==> src/rtl/scope_pkg.sv <==
// Shared types and constants for the scope capture path.
package scope_pkg;

   localparam int DEFAULT_DEPTH = 640;
   localparam int DATA_W        = 10;
   localparam int ADDR_W        = 10;

   typedef enum logic [2:0] {
      ST_IDLE,
      ST_PREFILL,
      ST_ARMED,
      ST_POST,
      ST_DONE
   } state_e;

   typedef enum logic [1:0] {
      MODE_NORMAL     = 2'b00,
      MODE_AUTO       = 2'b01,
      MODE_SINGLE     = 2'b10,
      MODE_NORMAL_ALT = 2'b11
   } mode_e;

endpackage

==> src/rtl/trigger_detect.sv <==
// Combinational edge detector: compares the previous and current sample against a level.
module trigger_detect
   import scope_pkg::*;
(
   input  logic [DATA_W-1:0] i_prev,
   input  logic [DATA_W-1:0] i_sample,
   input  logic [DATA_W-1:0] i_level,
   input  logic              i_falling,
   output logic              o_trig
);

   logic rise;
   logic fall;

   always_comb begin
      rise   = (i_prev < i_level) && (i_sample >= i_level);
      fall   = (i_prev > i_level) && (i_sample <= i_level);
      o_trig = i_falling ? fall : rise;
   end

endmodule

==> src/rtl/capture_controller.sv <==
// Oscilloscope capture sequencer: pre-trigger fill, armed trigger search, post-trigger fill,
// then holds the frame until the display acknowledges it.
module capture_controller
   import scope_pkg::*;
#(
   parameter int DEPTH        = DEFAULT_DEPTH,
   parameter int PRE          = 320,
   parameter int AUTO_TIMEOUT = 4096
) (
   input  logic              i_clk,
   input  logic              i_rst,
   input  logic              i_sample_valid,
   input  logic [DATA_W-1:0] i_sample,
   input  logic [DATA_W-1:0] i_level,
   input  logic              i_falling,
   input  logic [1:0]        i_mode,
   input  logic              i_arm,
   input  logic              i_frame_ack,
   output logic              o_wr_en,
   output logic [ADDR_W-1:0] o_wr_addr,
   output logic [DATA_W-1:0] o_wr_data,
   output logic              o_frame_ready,
   output logic [ADDR_W-1:0] o_start_addr,
   output logic              o_auto_fired
);

   localparam int POST_LEN = DEPTH - PRE - 1;
   localparam int AUTO_W   = $clog2(AUTO_TIMEOUT) + 1;

   state_e              state_q,      state_d;
   mode_e               mode_q,       mode_d;
   logic [ADDR_W-1:0]   wptr_q,       wptr_d;
   logic [DATA_W-1:0]   prev_q,       prev_d;
   logic [ADDR_W-1:0]   cnt_q,        cnt_d;
   logic [AUTO_W-1:0]   auto_cnt_q,   auto_cnt_d;
   logic                wr_en_q,      wr_en_d;
   logic [ADDR_W-1:0]   wr_addr_q,    wr_addr_d;
   logic [DATA_W-1:0]   wr_data_q,    wr_data_d;
   logic [ADDR_W-1:0]   start_addr_q, start_addr_d;
   logic                auto_fired_q, auto_fired_d;

   logic                accept;
   logic                trig;
   logic                auto_hit;
   logic [ADDR_W-1:0]   wptr_inc;
   logic [ADDR_W-1:0]   frame_start;

   trigger_detect u_trigger_detect (
      .i_prev    (prev_q),
      .i_sample  (i_sample),
      .i_level   (i_level),
      .i_falling (i_falling),
      .o_trig    (trig)
   );

   // NOTE: every signal assigned here gets a default first, so no path leaves one unassigned (no latch).
   always_comb begin
      state_d      = state_q;
      mode_d       = mode_q;
      wptr_d       = wptr_q;
      prev_d       = prev_q;
      cnt_d        = cnt_q;
      auto_cnt_d   = auto_cnt_q;
      wr_en_d      = 1'b0;
      wr_addr_d    = wr_addr_q;
      wr_data_d    = wr_data_q;
      start_addr_d = start_addr_q;
      auto_fired_d = auto_fired_q;

      accept   = i_sample_valid &&
                 ((state_q == ST_PREFILL) || (state_q == ST_ARMED) || (state_q == ST_POST));
      wptr_inc = (wptr_q == ADDR_W'(DEPTH - 1)) ? '0 : wptr_q + 1'b1;
      auto_hit = (mode_q == MODE_AUTO) && (auto_cnt_q == AUTO_W'(AUTO_TIMEOUT - 1));

      // The frame starts PRE slots behind the trigger slot, wrapping around the buffer.
      if (wptr_q >= ADDR_W'(PRE)) frame_start = wptr_q - ADDR_W'(PRE);
      else                        frame_start = wptr_q + ADDR_W'(DEPTH - PRE);

      if (accept) begin
         wr_en_d   = 1'b1;
         wr_addr_d = wptr_q;
         wr_data_d = i_sample;
         wptr_d    = wptr_inc;
         prev_d    = i_sample;
      end

      case (state_q)
         ST_IDLE: begin
            if ((i_mode != MODE_SINGLE) || i_arm) begin
               state_d      = ST_PREFILL;
               mode_d       = mode_e'(i_mode);
               cnt_d        = '0;
               auto_fired_d = 1'b0;
            end
         end
         ST_PREFILL: begin
            if (accept) begin
               if (cnt_q == ADDR_W'(PRE - 1)) begin
                  state_d    = ST_ARMED;
                  cnt_d      = '0;
                  auto_cnt_d = '0;
               end else begin
                  cnt_d = cnt_q + 1'b1;
               end
            end
         end
         ST_ARMED: begin
            if (accept) begin
               if (mode_q == MODE_AUTO) auto_cnt_d = auto_cnt_q + 1'b1;
               if (trig || auto_hit) begin
                  start_addr_d = frame_start;
                  auto_fired_d = !trig;
                  cnt_d        = '0;
                  state_d      = (POST_LEN == 0) ? ST_DONE : ST_POST;
               end
            end
         end
         ST_POST: begin
            if (accept) begin
               if (cnt_q == ADDR_W'(POST_LEN - 1)) state_d = ST_DONE;
               else                                 cnt_d   = cnt_q + 1'b1;
            end
         end
         ST_DONE: begin
            if (i_frame_ack) state_d = ST_IDLE;
         end
         default: state_d = ST_IDLE;
      endcase
   end

   // NOTE: state uses non-blocking assignments so every flop samples pre-edge values.
   always_ff @(posedge i_clk) begin
      if (i_rst) begin
         state_q      <= ST_IDLE;
         mode_q       <= MODE_NORMAL;
         wptr_q       <= '0;
         prev_q       <= '0;
         cnt_q        <= '0;
         auto_cnt_q   <= '0;
         wr_en_q      <= 1'b0;
         wr_addr_q    <= '0;
         wr_data_q    <= '0;
         start_addr_q <= '0;
         auto_fired_q <= 1'b0;
      end else begin
         state_q      <= state_d;
         mode_q       <= mode_d;
         wptr_q       <= wptr_d;
         prev_q       <= prev_d;
         cnt_q        <= cnt_d;
         auto_cnt_q   <= auto_cnt_d;
         wr_en_q      <= wr_en_d;
         wr_addr_q    <= wr_addr_d;
         wr_data_q    <= wr_data_d;
         start_addr_q <= start_addr_d;
         auto_fired_q <= auto_fired_d;
      end
   end

   assign o_wr_en       = wr_en_q;
   assign o_wr_addr     = wr_addr_q;
   assign o_wr_data     = wr_data_q;
   assign o_frame_ready = (state_q == ST_DONE);
   assign o_start_addr  = start_addr_q;
   assign o_auto_fired  = auto_fired_q;

endmodule

==> config.mk <==
export PLATFORM = sky130hd
export DESIGN_NAME = capture_controller
export DESIGN_NICKNAME = d
export VERILOG_FILES = /design/src/rtl/scope_pkg.sv /design/src/rtl/trigger_detect.sv /design/src/rtl/capture_controller.sv
export SDC_FILE = /design/constraint.sdc
export NUM_CORES = 1
export LEC_CHECK = 0
export BUFFER_PORTS_ARGS = -buffer_cell sky130_fd_sc_hd__buf_2
export CORE_UTILIZATION = 57
export CTS_BUF_LIST = sky130_fd_sc_hd__clkbuf_16
export CTS_CLUSTER_SIZE = 14
export DETAILED_ROUTE_END_ITERATION = 6
export GPL_TIMING_DRIVEN = 0
export HOLD_SLACK_MARGIN = 0.12
export PLACE_DENSITY = 0.89
export SYNTH_ARGS = -nofsm -noshare
export SYNTH_HDL_FRONTEND = slang
export SYNTH_HIERARCHICAL = 1
export SYNTH_SLANG_ARGS = --single-unit
==> constraint.sdc <==
create_clock -name i_clk -period 3.5 [get_ports i_clk]
set_input_delay 0.7 -clock i_clk [delete_from_list [all_inputs] [get_ports i_clk]]
set_output_delay 0.7 -clock i_clk [all_outputs]
set_load 0.03 [all_outputs]
Yosys cells after proc, flatten, opt, wreduce, memory -nomap -nowiden
Cells that the tools add are included.
{"block": "totals", "output_inout_bits": 33, "input_bits": 28, "reg_bits": 70}
{"block": "classes", "n_eq_ne": 20, "magnitude_cmp": 5, "n_addsub": 5, "n_reduce_logical": 19, "mux": 30}
{"cell": "two-way mux 10 bit", "count": 9}
{"cell": "two-way mux 13 bit", "count": 4}
{"cell": "one-hot mux 10 bit (4 select lines)", "count": 1}
{"cell": "one-hot mux 13 bit (2 select lines)", "count": 1}
{"cell": "two-way mux 3 bit", "count": 8}
{"cell": "adder 10 x 1 -> 10 bit (second input constant)", "count": 2}
{"cell": "== test 10 x 9 -> 1 bit (second input constant)", "count": 2}
{"cell": "one-hot mux 3 bit (5 select lines)", "count": 1}
{"cell": "!= test 2 bit (second input constant)", "count": 7}
{"cell": "adder 13 x 1 -> 13 bit (second input constant)", "count": 1}
{"cell": "== test 13 x 12 -> 1 bit (second input constant)", "count": 1}
{"cell": "adder 10 x 9 -> 10 bit (second input constant)", "count": 1}
{"cell": "== test 10 bit (second input constant)", "count": 1}
{"cell": ">= comparator 10 bit", "count": 1}
{"cell": ">= comparator 10 x 9 -> 1 bit (second input constant)", "count": 1}
{"cell": "greater-than comparator 10 bit", "count": 1}
{"cell": "<= comparator 10 bit", "count": 1}
{"cell": "less-than comparator 10 bit", "count": 1}
{"cell": "subtractor 10 x 9 -> 10 bit (second input constant)", "count": 1}
{"cell": "!= test 2 x 1 -> 1 bit (second input constant)", "count": 4}
{"cell": "AND reduction 8 bit", "count": 1}
{"cell": "AND reduction 7 bit", "count": 1}
{"cell": "== test 3 x 2 -> 1 bit (second input constant)", "count": 2}
{"cell": "two-way mux 1 bit", "count": 5}
{"cell": "14 further kinds", "count": 21}

Logic depth before layout (Yosys ltp)
{"block": "depth", "word_depth": 7, "mapped_depth": 12}

Hierarchy
Netlist, hierarchy kept.
{"mod": "capture_controller", "n_inst": 1, "cells_each": 400, "area_each_um2": 3301.9, "seq_area_each_um2": 1401.3}
{"mod": "trigger_detect", "n_inst": 1, "cells_each": 67, "area_each_um2": 513.0, "seq_area_each_um2": 0.0}

Worst setup path after synthesis
Ideal clock, no wire load.
{"block": "synth_path", "path_type": "input to register", "startpoint": "input i_level[7]", "endpoint": "register cnt_q[8]", "arrival_time_ps": 2630, "slack_ps": 752, "path_stages": 12, "path_cell_list": "inv_1 -> ha_1 -> a21oi_2 -> nor2_1 -> a211oi_1 -> a21oi_1 -> o2bb2ai_1 -> nor2_1 -> a211oi_1 -> buf_2 -> o21ai_0 -> a32o_1"}
{"block": "synth_via", "elab_chain_cells": 6, "word_cells_on_any_way": 10, "cone_classes": "4 x order compare; 1 x eq/ne; 1 x mux; 4 x reduce/logical"}
{"element": "start: declaration", "line_no": "capture_controller.sv:14", "source": "input logic [DATA_W-1:0] i_level,"}
{"element": "less-than comparator 10 bit, or another cell as far along", "line_no": "trigger_detect.sv:16", "source": "rise = (i_prev < i_level) && (i_sample >= i_level);"}
{"element": "logical AND 1 bit (on tied branches)", "line_no": "trigger_detect.sv:16, trigger_detect.sv:17"}
{"element": "two-way mux 1 bit *", "line_no": "trigger_detect.sv:18", "source": "o_trig = i_falling ? fall : rise;"}
{"element": "net trig", "line_no": "capture_controller.sv:43", "source": "logic trig;"}
{"element": "logical OR 1 bit *", "line_no": "capture_controller.sv:110", "source": "if (trig || auto_hit) begin"}
{"element": "!= test 2 x 1 -> 1 bit (no source line) *"}
{"element": "AND reduction 7 bit (no source line) *"}
{"element": "end signal: assignment", "line_no": "capture_controller.sv:150", "source": "cnt_q <= cnt_d;"}
{"element": "end: declaration", "line_no": "capture_controller.sv:34", "source": "logic [ADDR_W-1:0] cnt_q, cnt_d;"}
The timed path passes the listed nets; every way through them passes the cells marked *.
A chain may end at the register's enable or synchronous reset.

Worst setup path after layout
Ends and elaborated chain as after synthesis.

==> impl_metrics.toml <==
[placement]
place.gp.congestion = 0.869
place_hpwl_um = 7020
numPortBuffers = 60

[global_routing]
antenna_found_initial = 0
grt_pass1_vias = 3653
gr-total-overflow = 0
grt_pass1_wl_um = 16100
track_usage_pct = 28.9
grt_max_degree = 12

[power]
power_density_mw_per_mm2 = 561
p_leak_nw = 1.89
pwr-share-clk_pct = 34.3
pwr-share-comb_pct = 29.6
p_int_mw = 1.64
pwr-share-seq_pct = 36.1
p_sw_uw = 877
peakVddDrop_mv = 0.453
swShare_pct = 34.8

[worst_setup_path]
cp_cell_sequence = "buf_2 -> inv_1 -> ha_1 -> a21oi_2 -> nor2_1 -> a211oi_1 -> a21oi_1 -> o2bb2ai_1 -> nor2_1 -> a211oi_1 -> buf_2 -> o21ai_0 -> a32o_1"
rrSetupSlack_ns = 0.64
r2r-end = "cnt_q[8]$_SDFFE_PP0P_"
path_class = "in -> reg"
cp-startpoint = "i_level[7]"
rr_startpoint = "o_wr_data[4]$_SDFFE_PP0P_"
cp-endpoint = "cnt_q[8]$_SDFFE_PP0P_"
worst_ep_arrival_time_ns = 3.28
end_kind = "flop"
reg2reg_depth = 11
cp_max_fo = 10
cp_slowest_cell = "a211oi_1"
cp.depth = 13
cp.required_ns = 3.72
critPathMaxStageDelay_ns = 0.36
crit_path_start_kind = "input port"
critPathBufInv = 3
crit_family = "compound AO/OA/AOI/OAI gates"

[logic_synthesis]
async_reset_ff_share_pct = 0
synth-edff-count = 0
synth_nets = 523
synth-seq-area-share_pct = 36.7
avgSynthCellArea_um2 = 8.17
synth_ff_type = "dfxtp_1"
syn_area_mm2 = 0.00381
synth-seq-cells = 70
yosys_warnings = 6
syn-instance-count = 467
ys_types = 57

[cells_and_area]
drive_above_1_share_pct = 16.0
area_growth_pct = 17.8
multi_input_area_mm2 = 0.00222
finish.utilization_pct = 70.0
fin_nets = 594
num_antenna_cells = 0
final_cell_mix = "nand2_1 (70), dfxtp_1 (70), buf_2 (62), nor2_1 (46), a21oi_1 (32)"
register_area_mm2 = 0.00140
fill_cells = 494

[routing]
viasPerCell = 6.05
drtPass1Iterations = 7
drt_iter0_drc = 323
antenna_left = 0
post-route-drc-count = 8
routed_wl_um = 9740
dr_total_vias = 3752
routedWlPerCell_um = 15.7

[floorplanning]
dieArea_mm2 = 0.00702
start_util_pct = 59.4
die_y_um = 83.8
num_rows = 29
coreArea_mm2 = 0.00642
die_w_um = 83.8
boundaryPins = 61

[sta]
drv_slew = 0
worstMarginPinSlew_ns = 0.821
min_period_ns = 3.06
period_share_pct = 87.3
setup_violations = 0
max_freq_ghz = 0.327
slew-limit-headroom_pct = 44.9
fin_tns_setup_ns = 0
finalHoldViolCount = 0
skew_ns = 0.00441
rsz0062_at_grt = "no"

[clocking]
clock-sinks = 70
clk_latency_ns = 0.33
cts_resized = 0
cts_hold_buf = 0
htree_levels = 3
cts_inserted_buffers = 9
post_cts_buffers = 0
clk_pin_slew_ns = 0.05
cts_tree = "done"
clk_path_buf_depth = 2
cts-root-buf = "clkbuf_16"

[outcome]
status = "finished, violations left"
failed_checks = "DRC"

[min_path]
hold_class = "reg -> reg"

[job]
maxCapViolations = 0
==> power by group through the flow <==
stage / Clock, mW / Sequential (mW) / Combinational [mW]
finish: 0.864 / 0.911 / 0.747
global route: 0.908 / 0.917 / 0.819
CTS: 0.872 / 0.909 / 0.732
detailed placement: 0 / 0.925 / 0.723
global placement: 0 / 0.922 / 0.695
floorplan: 0 / 0.959 / 0.489
==> stage by stage <==
stage	hold slack (ns)	setup slack [ns]	total power [mW]	std cells	instance area [um2]
after floorplan	0.441	0.752	1.45	467	3810
after global placement	0.441	0.249	1.62	604	4210
after detailed placement	0.446	0.159	1.65	604	4210
after CTS	0.453	0.500	2.51	620	4490
after global routing	0.476	0.156	2.64	620	4490
final	0.452	0.445	2.52	620	4490
==> per-layer routing <==
layer  share of wire [%]  track usage (%)
met5                   0                0
met4                 3.5             17.1
met3                 6.5             7.32
met2                  49             49.1
met1                  41             32.8
==> registers in the layout, indices dropped and copies added, names as in the netlist <==
name          cells
o_wr_data        10
cnt_q            10
o_wr_en           1
state_q           3
auto_cnt_q       13
o_wr_addr        10
wptr_q           10
o_auto_fired      1
o_start_addr     10
mode_q            2
==> synth_stat cells (3+ instances only) <==
library cell	n	area, um2
nor4_1	9	56.3
and2_1	3	18.8
a21boi_0	3	22.5
xnor2_1	13	114
nand2b_1	5	31.3
o21ai_1	3	15.0
nor2b_1	5	31.3
a21oi_1	32	160
clkbuf_1	18	67.6
nor3_1	12	60.1
and4_1	3	26.3
and3_1	6	37.5
nand3_1	13	65.1
inv_1	25	93.8
a211oi_1	4	30.0
mux2i_1	10	100
nor3b_1	6	45.0
a31oi_1	3	18.8
xor2_1	3	26.3
o2bb2ai_1	3	26.3
nor2_1	46	173
a32o_1	7	70.1
o21ai_0	14	70.1
nand4_1	12	75.1
dfxtp_1	70	1400
ha_1	28	350
a311oi_1	5	43.8
nand2_1	70	263
==> tightest hold or removal path, cell delays in order, from the launching register on <==
cell     delay [ns]
dfxtp_1        0.30
nand2_1        0.05
a21oi_1        0.05
==> worst min-delay path by stage <==
stage                                           start                           to  slack (ns)  depth (start not counted)
after floorplan           auto_cnt_q[10]$_SDFFE_PP0P_  auto_cnt_q[10]$_SDFFE_PP0P_        0.44                          1
after global placement      o_wr_addr[0]$_SDFFE_PP0P_    o_wr_addr[0]$_SDFFE_PP0P_        0.44                          2
after detailed placement    o_wr_addr[6]$_SDFFE_PP0P_    o_wr_addr[6]$_SDFFE_PP0P_        0.45                          2
after CTS                   o_wr_addr[6]$_SDFFE_PP0P_    o_wr_addr[6]$_SDFFE_PP0P_        0.45                          2
after global routing        o_wr_addr[9]$_SDFFE_PP0P_    o_wr_addr[9]$_SDFFE_PP0P_        0.48                          2
final                       o_wr_addr[6]$_SDFFE_PP0P_    o_wr_addr[6]$_SDFFE_PP0P_        0.45                          2
==> cell families (layout without fill, tap and decap cells) <==
group / Yosys count / count (layout) / synth area share, %
and+or+nand+nor: 199 / 199 / 25.4
AOI/OAI and AO/OA: 97 / 97 / 17.4
DFF: 70 / 70 / 36.7
buffers and inverters: 47 / 123 / 4.99
adders and majority gates: 28 / 28 / 9.18
xor gates and xnor gates: 16 / 16 / 3.67
muxes: 10 / 10 / 2.62
==> area by class of cell <==
| class | count | area share, % |
|---|---|---|
| multi-input combinational | 350 | 49.5 |
| timing repair buffer | 60 | 6.68 |
| clock inverter | 7 | 1.25 |
| inverter | 25 | 2.09 |
| buffer | 22 | 2.14 |
| tap | 77 | 2.14 |
| sequential | 70 | 31.2 |
| clock buffer | 9 | 5.01 |
Note: power is estimated with default switching activity, not from simulation.
